### config.mk
export PLATFORM = sky130hd
export DESIGN_NAME = m68k_bus_decoder
export DESIGN_NICKNAME = d
export VERILOG_FILES = /design/src/rtl/m68k_bus_decoder.sv
export SDC_FILE = /design/constraint.sdc
export NUM_CORES = 1
export LEC_CHECK = 0
export ABC_AREA = 1
export BUFFER_PORTS_ARGS = -buffer_cell sky130_fd_sc_hd__buf_2
export CAP_MARGIN = 20
export CORE_ASPECT_RATIO = 0.9
export CORE_UTILIZATION = 39
export DETAILED_ROUTE_END_ITERATION = 8
export HOLD_SLACK_MARGIN = 0.02
export PLACE_DENSITY = 0.75
export SETUP_SLACK_MARGIN = 0.15
export SLEW_MARGIN = 25
export SYNTH_ARGS = -nofsm -noshare
export SYNTH_HDL_FRONTEND = slang
export SYNTH_SLANG_ARGS = --single-unit
export TNS_END_PERCENT = 5
### constraint.sdc
create_clock -name clk -period 1.5 [get_ports clk]
set_input_delay 0.375 -clock clk [delete_from_list [all_inputs] [get_ports clk]]
set_output_delay 0.375 -clock clk [all_outputs]
set_load 0.005 [all_outputs]
### src/rtl/m68k_bus_decoder.sv
// m68k_bus_decoder: registered 68000 region decoder with wait states, external ready and bus-error watchdog
module m68k_bus_decoder #(
    parameter int NUM_REGIONS = 16,
    parameter int ADDR_W = 24,
    parameter logic [NUM_REGIONS*ADDR_W-1:0] REGION_BASE = '0,
    parameter logic [NUM_REGIONS*ADDR_W-1:0] REGION_MASK = '0,
    parameter logic [NUM_REGIONS*4-1:0] REGION_WAIT = '0,
    parameter logic [NUM_REGIONS-1:0] REGION_EXT = '0,
    parameter int TIMEOUT = 64
) (
    input  logic                   clk,
    input  logic                   reset_n,
    input  logic [ADDR_W-1:0]      m68k_a,
    input  logic                   m68k_as_n,
    input  logic                   m68k_rw,
    input  logic [NUM_REGIONS-1:0] ext_ready,
    output logic [NUM_REGIONS-1:0] cs,
    output logic                   cycle_rw,
    output logic [4:0]             hit_index,
    output logic                   dtack_n,
    output logic                   berr_n,
    output logic                   busy
);
    localparam int TW = $clog2(TIMEOUT);
    localparam logic [2:0] S_IDLE = 3'd0, S_WAIT = 3'd1, S_EXT = 3'd2, S_ACK = 3'd3, S_BERR = 3'd4;
    localparam logic [127:0] WAITS = 128'(REGION_WAIT);
    localparam logic [31:0] EXT_EN = 32'(REGION_EXT);

    if (TIMEOUT < 17 || NUM_REGIONS < 1 || NUM_REGIONS > 32) begin : g_bad_params
        $error("m68k_bus_decoder: TIMEOUT must be >= 17 and NUM_REGIONS 1..32");
    end

    logic [2:0]             state;
    logic [3:0]             wcnt;
    logic [TW-1:0]          tcnt;
    logic                   nohit;
    logic                   hit;
    logic [4:0]             idx;
    logic [NUM_REGIONS-1:0] onehot;
    logic [31:0]            rdy;
    logic                   ack;

    // priority decode: scanning downwards leaves the lowest matching region in idx
    always_comb begin
        hit = 1'b0;
        idx = '0;
        onehot = '0;
        for (int i = NUM_REGIONS - 1; i >= 0; i--) begin
            if (REGION_MASK[i*ADDR_W +: ADDR_W] != '0 &&
                (m68k_a & REGION_MASK[i*ADDR_W +: ADDR_W]) ==
                (REGION_BASE[i*ADDR_W +: ADDR_W] & REGION_MASK[i*ADDR_W +: ADDR_W])) begin
                hit = 1'b1;
                idx = 5'(i);
                onehot = '0;
                onehot[i] = 1'b1;
            end
        end
    end

    assign rdy = 32'(ext_ready);
    assign ack = !nohit && (state == S_WAIT ? (wcnt == 4'd0 && !EXT_EN[hit_index])
                                            : (state == S_EXT && rdy[hit_index]));

    // bus-cycle FSM; as_n released always wins, and an ack beats a coincident timeout
    always_ff @(posedge clk or negedge reset_n) begin
        if (!reset_n) begin
            state <= S_IDLE;
            cs <= '0;
            hit_index <= '0;
            cycle_rw <= 1'b1;
            dtack_n <= 1'b1;
            berr_n <= 1'b1;
            busy <= 1'b0;
            wcnt <= '0;
            tcnt <= '0;
            nohit <= 1'b0;
        end else if (state != S_IDLE && m68k_as_n) begin
            state <= S_IDLE;
            cs <= '0;
            dtack_n <= 1'b1;
            berr_n <= 1'b1;
            busy <= 1'b0;
        end else begin
            case (state)
                S_IDLE: if (!m68k_as_n) begin
                    state <= S_WAIT;
                    busy <= 1'b1;
                    cycle_rw <= m68k_rw;
                    tcnt <= '0;
                    nohit <= !hit;
                    cs <= hit ? onehot : '0;
                    if (hit) begin
                        hit_index <= idx;
                        wcnt <= WAITS[{idx, 2'b00} +: 4];
                    end
                end
                S_WAIT, S_EXT: begin
                    tcnt <= tcnt + TW'(1);
                    if (ack) begin
                        state <= S_ACK;
                        dtack_n <= 1'b0;
                    end else if (tcnt == TW'(TIMEOUT - 1)) begin
                        state <= S_BERR;
                        berr_n <= 1'b0;
                        cs <= '0;
                    end else if (state == S_WAIT && !nohit) begin
                        if (wcnt != 4'd0) wcnt <= wcnt - 4'd1;
                        else state <= S_EXT;
                    end
                end
                default: ;
            endcase
        end
    end
endmodule

==> results of run 1 <==
[cells in the mapped netlist]
library cell  instances  share of area, %
nor2_4                1              0.92
nand3_1              12               4.9
ha_1                  5               5.1
inv_2                 3              0.92
xor2_1                2               1.4
o21ai_0               4               1.6
nor3_1                3               1.2
nor2_1                9               2.8
xnor2_1               1              0.72
nand2_1              30               9.2
dfrtp_1              15                31
nand3_2               1              0.82
inv_1                22               6.8
a21oi_1               4               1.6
nand2_4               1              0.92
nor2_2                4               2.1
conb_1                1              0.31
clkinv_2              1              0.41
nand2_2               3               1.5
dfstp_2               3               6.5
buf_4                21                13
o21ai_1               3               1.2
nand3_4               2               2.9
nand4_1               2               1.0
xor2_2                1               1.3
[routing by layer]
metal	share of wire [%]	track usage, %	routed length (um)
met1	47	17.9	946
met2	48	22.0	968
met3	5.0	4.88	102
met4	0.39	3.41	8
met5	0	0	0
[sequential cells by signal (all words and copies together), names as in the netlist]
name and cells:
tcnt 6, wcnt 4, state 3, berr_n 1, busy 1, cycle_rw 1
dtack_n 1, nohit 1
[placed cells by master, fill, tap and decap left out, types with 2 or more instances in the layout]
master,synthesis,final
a21oi_1,4,4
buf_2,0,8
buf_4,21,11
clkbuf_4,0,3
conb_1,1,21
dfrtp_1,15,15
dfstp_2,3,3
ha_1,5,2
ha_4,0,3
inv_1,22,21
inv_2,3,2
inv_4,0,2
nand2_1,30,28
nand2_2,3,5
nand3_1,12,9
nand3_2,1,3
nand3_4,2,3
nand4_1,2,2
nor2_1,9,6
nor2_2,4,7
nor3_1,3,2
o21ai_1,3,5
xor2_1,2,2
[timing repair]
action | in CTS | in global routing
buffers inserted | 4 | 2
endpoints found under the hold margin | 15 | 0
pin swaps | 3 | 8
resized for setup | 10 | 8
setup endpoints to repair | 13 | 18
hold buffers | 1 | 0
[where the power goes]
part	internal [uW]	switching (uW)	total (uW)
clock network	148	158	306
logic	512	641	1150
registers	604	51.8	656
[area by class of cell]
class / instances / area (um^2) / share of cell area (%)
multi-input combinational: 109 / 666 / 45.8
sequential: 18 / 454 / 31.2
timing repair buffer: 21 / 144 / 9.90
inverter: 26 / 104 / 7.14
tap: 40 / 50.0 / 3.44
clock buffer: 4 / 36.3 / 2.50
[through the flow]
| step | power [uW] | worst slack [ns] |
|---|---|---|
| 2_1_floorplan | 1330 | 0.0363 |
| 3_3_place_gp | 1530 | 0.0236 |
| 3_5_place_dp | 1550 | 0.0137 |
| 4_1_cts | 2000 | 0.00958 |
| 5_1_grt | 2310 | -0.119 |
| 6_report | 2110 | -0.00182 |
[path summary, 6_finish.rpt]
| check | start | endpoint | slack (ns) | depth (start not counted) |
|---|---|---|---|---|
| worst max register to register | state[1] | tcnt[4] | -0.002 | 9 |
| min in group asynchronous | reset_n | nohit | 0.52 | 2 |
| worst max-delay path | state[1] | tcnt[4] | -0.002 | 9 |
| worst min register to register | cycle_rw | cycle_rw | 0.47 | 2 |
| max in group asynchronous | reset_n | dtack_n | 0.66 | 2 |
| worst min-delay path | m68k_rw | cycle_rw | 0.25 | 3 |
[logic make-up (layout without fill, tap and decap cells)]
family	count (synthesis)	count (layout)
adder cells (fa/ha/maj)	5	5
XOR/XNOR	4	4
flip-flops	18	18
other	1	21
AO/OA/AOI/OAI	11	11
buffers and inverters	47	51
AND/OR/NAND/NOR	68	68
[worst min-delay path, delay by kind of cell]
family	cells	cell delay, ns
and+or+nand+nor	2	0.08
buffers and inverters	1	0.10
==> flow_metrics.tcl, run 1 <==
set metrics [dict create \
    synth_top_family_by_area "simple AND/OR/NAND/NOR gates" \
    gp_congestion 0.819 \
    postRouteAntennaNets 0 \
    hold_class "in -> reg" \
    drc 0 \
    io_pins 69 \
    cts_buffer_depth 2 \
    die_y_um 55.1 \
    worst-path-buf-inv 2 \
    first_global_vias 764 \
    synth-simple-area-share_pct 28.3 \
    status "complete, but fails checks" \
    place_area_um2 1290 \
    cpMaxStageDelayCell "dfrtp_1" \
    synth_fa_ha_area_share_pct 5.13 \
    drive_above_1_share_pct 32.6 \
    crit_fanout 6 \
    crit_arrival_ns 1.70 \
    final_nets 228 \
    root_buffer "clkbuf_4" \
    core_area_um2 2860 \
    wirelength_um 2030 \
    power_leakage_uw 0.000748 \
    antenna_found_initial 0 \
    final_max_slew_viol_count 0 \
    synth.distinct_cells 25 \
    fin_util_pct 50.8 \
    cp_cell_sequence "nor2_2, nand2_2, ha_4, inv_4, nand3_4, inv_4, nand2_1, o21ai_1, a21oi_1" \
    synth_area_um2 1220 \
    worstSetupEndpointType "flop" \
    critical_path_required_ns 1.70 \
    vias 923 \
    finalSetupViolations 2 \
    cts_tree "yes" \
    min_period_ns 1.50 \
    avgSynthCellArea_um2 7.92 \
    skew_ns 0.00435 \
    finalWorstSetupSlack_ns -0.00182 \
    critPathLaunchType "flop" \
    powerDensity_nw_per_um2 1450 \
    fin_area_um2 1450 \
    ys.warnings.count 0 \
    hold_viol_final 0 \
    initial_utilization_pct 42.7 \
    dpl.hpwl_um 1450 \
    wl_per_cell_um 9.29 \
    die_w_um 61.0 \
    max_freq_ghz 0.666 \
    critPathKind "reg -> reg" \
    placed_cells 207 \
    critPathMaxStageDelay_ns 0.41 \
    grt_pass1_wl_um 3290 \
    num_rows 18 \
    first_pass_iters 4 \
    synth-xor-area-share_pct 3.49 \
    cts-buffers-inserted 3 \
    clock_latency_ns 0.30 \
    synth_mux_area_share_pct 0 \
    port_buffers 8 \
    synthCells 154 \
    diodes 0 \
    ys_seq_area_share_pct 37.2 \
    synth_compound_area_share_pct 4.51 \
    violations "setup timing" \
    drtIter0Drc 25 \
    n_fill_cell 276 \
    final_cells 218 \
    cp_top_family "simple AND/OR/NAND/NOR gates" \
    grt_max_degree 19 \
    cap_violations 0 \
    peakVddDrop_v 0.000794 \
    yosys_register_bits 18 \
    grt.total_usage_pct 13.8 \
    critPathMostFrequentCell "inv_4" \
    fin_setup_tns_ns -0.00190 \
    overflow 0 \
    clock_sinks 18 \
    clk_pin_slew_worst_paths_ns 0.11 \
    rsz0062_at_grt "yes" \
    fin_crit_sh_pct 100 \
    dieArea_um2 3360 \
    via_per_inst 4.23 \
    h-tree-depth 1 \
    hold_ws_ns 0.252 \
    syn_to_final_growth_pct 19.2 \
]
Power figures use the tool's default switching activity.
==> run 2: changes to the inputs <==
Clock period 1.5 ns to 1.2 ns, I/O delays scaled along.
==> flow_metrics.tcl, run 2 (synthesis gave the netlist of run 1 again) <==
set metrics [dict create \
    wl_met2_um 1090 \
    grt.total_usage_pct 14.5 \
    wl_per_cell_um 9.57 \
    max_freq_ghz 0.681 \
    core_area_um2 2860 \
    postRouteAntennaNets 0 \
    final_common_cell "nand2_1" \
    root_buffer "clkbuf_4" \
    powerDensity_nw_per_um2 1750 \
    peakVddDrop_v 0.000948 \
    first_global_vias 846 \
    drive_above_1_share_pct 37.4 \
    cap_violations 0 \
    switching_share_pct 40.5 \
    hold_class "in -> reg" \
    critical_path_required_ns 1.39 \
    clock_latency_ns 0.29 \
    cts-buffers-inserted 3 \
    worstSetupEndpointType "flop" \
    status "complete, but fails checks" \
    power_frac_comb_pct 58.1 \
    io_pins 69 \
    first_pass_iters 4 \
    grt_max_degree 19 \
    fin_util_pct 54.1 \
    largest_reg_flops 6 \
    placed_cells 219 \
    final_nets 240 \
    worstHoldEndpoint "cycle_rw" \
    crit_arrival_ns 1.65 \
    diodes 0 \
    cts_buffer_depth 2 \
    seqPwrFrac_pct 30.4 \
    hold_ws_ns 0.188 \
    critPathKind "reg -> reg" \
    min_period_ns 1.47 \
    p_switching_uw 1100 \
    fin_crit_sh_pct 122 \
    initial_utilization_pct 42.7 \
    port_buffers 8 \
    hold_depth 3 \
    antenna_found_initial 0 \
    hold_viol_final 0 \
    p_int_uw 1610 \
    top_register "tcnt" \
    finalSetupViolations 21 \
    drc 0 \
    wirelength_um 2200 \
    final_cells 230 \
    dieArea_um2 3360 \
    h-tree-depth 1 \
    power_leakage_uw 0.000805 \
    vias 979 \
    violations "setup timing" \
    cts_tree "yes" \
    final_max_slew_viol_count 0 \
    min-delay-start "m68k_rw" \
    clkPwrFrac_pct 11.5 \
    power_uw 2710 \
    overflow 0 \
    skew_ns 0.00656 \
    drtIter0Drc 16 \
    wl_met3_um 93 \
    dpl.hpwl_um 1610 \
    worstRegToRegCells 7 \
    rrSetupSlack_ns -0.27 \
    num_rows 18 \
    r2r_end "state[1]" \
    final_cell_mix "nand2_1, buf_4, conb_1" \
    crit_fanout 4 \
    die_y_um 55.1 \
    n_fill_cell 278 \
    die_w_um 61.0 \
    grt_pass1_wl_um 3480 \
    top_layer "met4" \
    clk_pin_slew_worst_paths_ns 0.09 \
    via_per_inst 4.26 \
    rsz0062_at_grt "yes" \
    drt-met1-wl_um 1010 \
    clock_sinks 18 \
    gp_congestion 0.815 \
    critPathLaunchType "flop" \
    syn_to_final_growth_pct 26.9 \
    finalWorstSetupSlack_ns -0.268 \
    biggestRegsByFlops "tcnt: 6 flops, wcnt: 4 flops, state: 3 flops" \
    rr_startpoint "state[0]" \
]
==> run 2: cell count changes in the layout (fill, tap and decap cells not counted), moves of 2 or more <==
cell | previous run | this run
buf_2 | 8 | 6
buf_4 | 11 | 24
inv_1 | 21 | 19
inv_2 | 2 | 4
nor2_2 | 7 | 5
==> run 2: routing by layer <==
metal	global-route usage [%]	up-vias
met5	0	-
met2	24.9	22
met4	2.27	0
met1	18.2	453
met3	4.88	2
li1	-	502
==> run 2: through the flow <==
| stage | setup WS (ns) | cell area [um^2] | setup TNS, ns |
|---|---|---|---|
| floorplan | -0.264 | 1320 | -2.10 |
| global placement | -0.266 | 1380 | -2.79 |
| detailed placement | -0.313 | 1380 | -3.12 |
| finish | -0.268 | 1550 | -3.59 |
| global route | -0.423 | 1550 | -6.02 |
| CTS | -0.308 | 1490 | -3.62 |
==> run 2: worst max path at each step <==
stage,end,slack (ns),from,cells after the start
detailed placement,tcnt[0],-0.31,state[1],10
finish,state[1],-0.27,state[0],7
CTS,tcnt[3],-0.31,state[2],9
global placement,tcnt[3],-0.27,state[1],10
global route,tcnt[3],-0.42,state[1],9
floorplan,tcnt[4],-0.26,state[1],9
==> run 2: power by group through the flow <==
stage	clock [uW]	sequential (uW)	combinational, uW
after floorplan	0	841	823
after global placement	0	826	1210
after detailed placement	0	832	1230
after CTS	334	821	1380
after global routing	351	840	1760
final	312	825	1580
==> run 2: area by class of cell <==
| class | instances | area [um^2] | share of cell area [%] |
|---|---|---|---|
| Inverter | 26 | 104 | 6.71 |
| Sequential cell | 18 | 454 | 29.3 |
| Clock buffer | 4 | 26.3 | 1.70 |
| Timing Repair Buffer | 33 | 243 | 15.7 |
| Multi-Input combinational cell | 109 | 671 | 43.3 |
| Tap cell | 40 | 50.0 | 3.23 |
==> run 2: critical path: stages (launching register included) <==
cell and delay, ns:
dfrtp_1 0.39, buf_4 0.15, a21oi_1 0.28, nor2_1 0.07, nor2_1 0.28, nand2_4 0.08, nand2_1 0.06, nand2_1 0.05
==> run 2: what timing repair did <==
action | in CTS | in global routing
resized for setup | 13 | 9
endpoints found under the hold margin | 15 | 0
hold buffers | 1 | 0
buffers inserted | 3 | 3
pin swaps | 8 | 9
cloned | 0 | 0
setup endpoints to repair | 22 | 22
==> run 3: changes to the inputs <==
Settings changed: CAP_MARGIN 20 to not set, PLACE_DENSITY 0.75 to 0.76.
==> flow_metrics.tcl, run 3 (synthesis gave the netlist of run 1 again) <==
set metrics [dict create \
    fin_setup_tns_ns -3.92 \
    grt_pass1_wl_um 3750 \
    hold_viol_final 0 \
    root_buffer "clkbuf_4" \
    crit_fanout 6 \
    cpMaxStageDelayCell "dfrtp_1" \
    initial_utilization_pct 42.7 \
    critPathKind "reg -> reg" \
    first_global_vias 894 \
    cp_cell_sequence "nor2_2, nand2_2, ha_4, inv_4, nand3_4, inv_4, nand2_2, xor2_1, nor2_1" \
    grt.total_usage_pct 15.9 \
    rrSetupSlack_ns -0.31 \
    hold_class "in -> reg" \
    worst-path-buf-inv 2 \
    worstHoldEndpoint "cycle_rw" \
    h-tree-depth 1 \
    dieArea_um2 3360 \
    cp_top_family "simple AND/OR/NAND/NOR gates" \
    skew_ns 0.00926 \
    drc 0 \
    first_pass_iters 4 \
    critPathLaunchType "flop" \
    pre_cts_ws_ns -0.293 \
    diodes 0 \
    critPathMaxStageDelay_ns 0.40 \
    rr_startpoint "state[1]" \
    min-delay-start "m68k_rw" \
    top_register "tcnt" \
    gp_congestion 0.818 \
    cts-buffers-inserted 3 \
    fin_area_um2 1570 \
    overflow 0 \
    largest_reg_flops 6 \
    violations "setup timing" \
    wl_per_cell_um 9.62 \
    final_cell_mix "nand2_1, buf_4, conb_1" \
    syn_to_final_growth_pct 28.6 \
    status "complete, but fails checks" \
    finalSetupViolations 19 \
    final_common_cell "nand2_1" \
    vias 997 \
    power_leakage_uw 0.000816 \
    drive_above_1_share_pct 38.5 \
    finalWorstSetupSlack_ns -0.309 \
    cap_violations 0 \
    clock_sinks 18 \
    clk_pin_slew_worst_paths_ns 0.10 \
    critical_path_required_ns 1.39 \
    hold_depth 3 \
    num_rows 18 \
    peakVddDrop_v 0.00125 \
    cts_tree "yes" \
    grt_max_degree 19 \
    placed_cells 222 \
    core_area_um2 2860 \
    final_cells 232 \
    max_freq_ghz 0.663 \
    cts_buffer_depth 2 \
    final_nets 242 \
    wirelength_um 2230 \
    final_max_slew_viol_count 0 \
    biggestRegsByFlops "tcnt: 6 flops, wcnt: 4 flops, state: 3 flops" \
    postRouteAntennaNets 0 \
    worstSetupEndpointType "flop" \
    powerDensity_nw_per_um2 1740 \
    antenna_found_initial 0 \
    worstRegToRegCells 9 \
    dpl.hpwl_um 1630 \
    place_area_um2 1410 \
    die_y_um 55.1 \
    clock_latency_ns 0.30 \
    fin_crit_sh_pct 126 \
    drtIter0Drc 16 \
    min_period_ns 1.51 \
    crit_start "state[1]" \
    rsz0062_at_grt "yes" \
    port_buffers 8 \
    via_per_inst 4.30 \
    io_pins 69 \
    crit_arrival_ns 1.70 \
    r2r_end "tcnt[3]" \
    die_w_um 61.0 \
]
run 3: layout make-up:
type                    instances  area (um^2)
well taps                      40         50.0
flip-flops and latches         18          454
multi-input cells             109          676
clock buffers                   4         36.3
inverters                      26          104
fillers                       278         1290
repair buffers                 35          249
run 3: worst min-delay path: stages:
cell and delay (ns):
buf_2 0.09, nand2_1 0.05, nand2_1 0.04
run 3: routing by layer:
layer | wire [um] | vias up | track usage (%)
met4 | 12 | 0 | 4.55
met3 | 97 | 2 | 4.88
met5 | 0 | - | 0
met2 | 1130 | 21 | 28.0
li1 | - | 512 | -
met1 | 991 | 462 | 18.9
run 3: per-stage QoR:
stage	utilization, %	power (uW)	hold slack (ns)
after global placement	49.1	2040	0.253
final	54.9	2730	0.185
after CTS	52.6	2600	0.172
after global routing	54.9	2970	0.182
after floorplan	-	1660	0.00441
after detailed placement	49.1	2080	0.259
run 3: repair_timing:
item,in CTS,in global routing
setup buffers,2,3
hold endpoints to repair,15,0
hold buffers,1,0
pin swaps,4,8
resized for setup,10,11
setup endpoints to repair,22,22
run 3: worst max path at each step:
stage	end	cells after the start
floorplan	tcnt[4]	9
global placement	tcnt[3]	10
detailed placement	tcnt[1]	10
CTS	tcnt[3]	9
global route	tcnt[3]	9
finish	tcnt[3]	9
run 3: power breakdown:
part / switching (uW) / internal, uW
clock network: 195 / 185
logic: 831 / 700
registers: 62.8 / 755
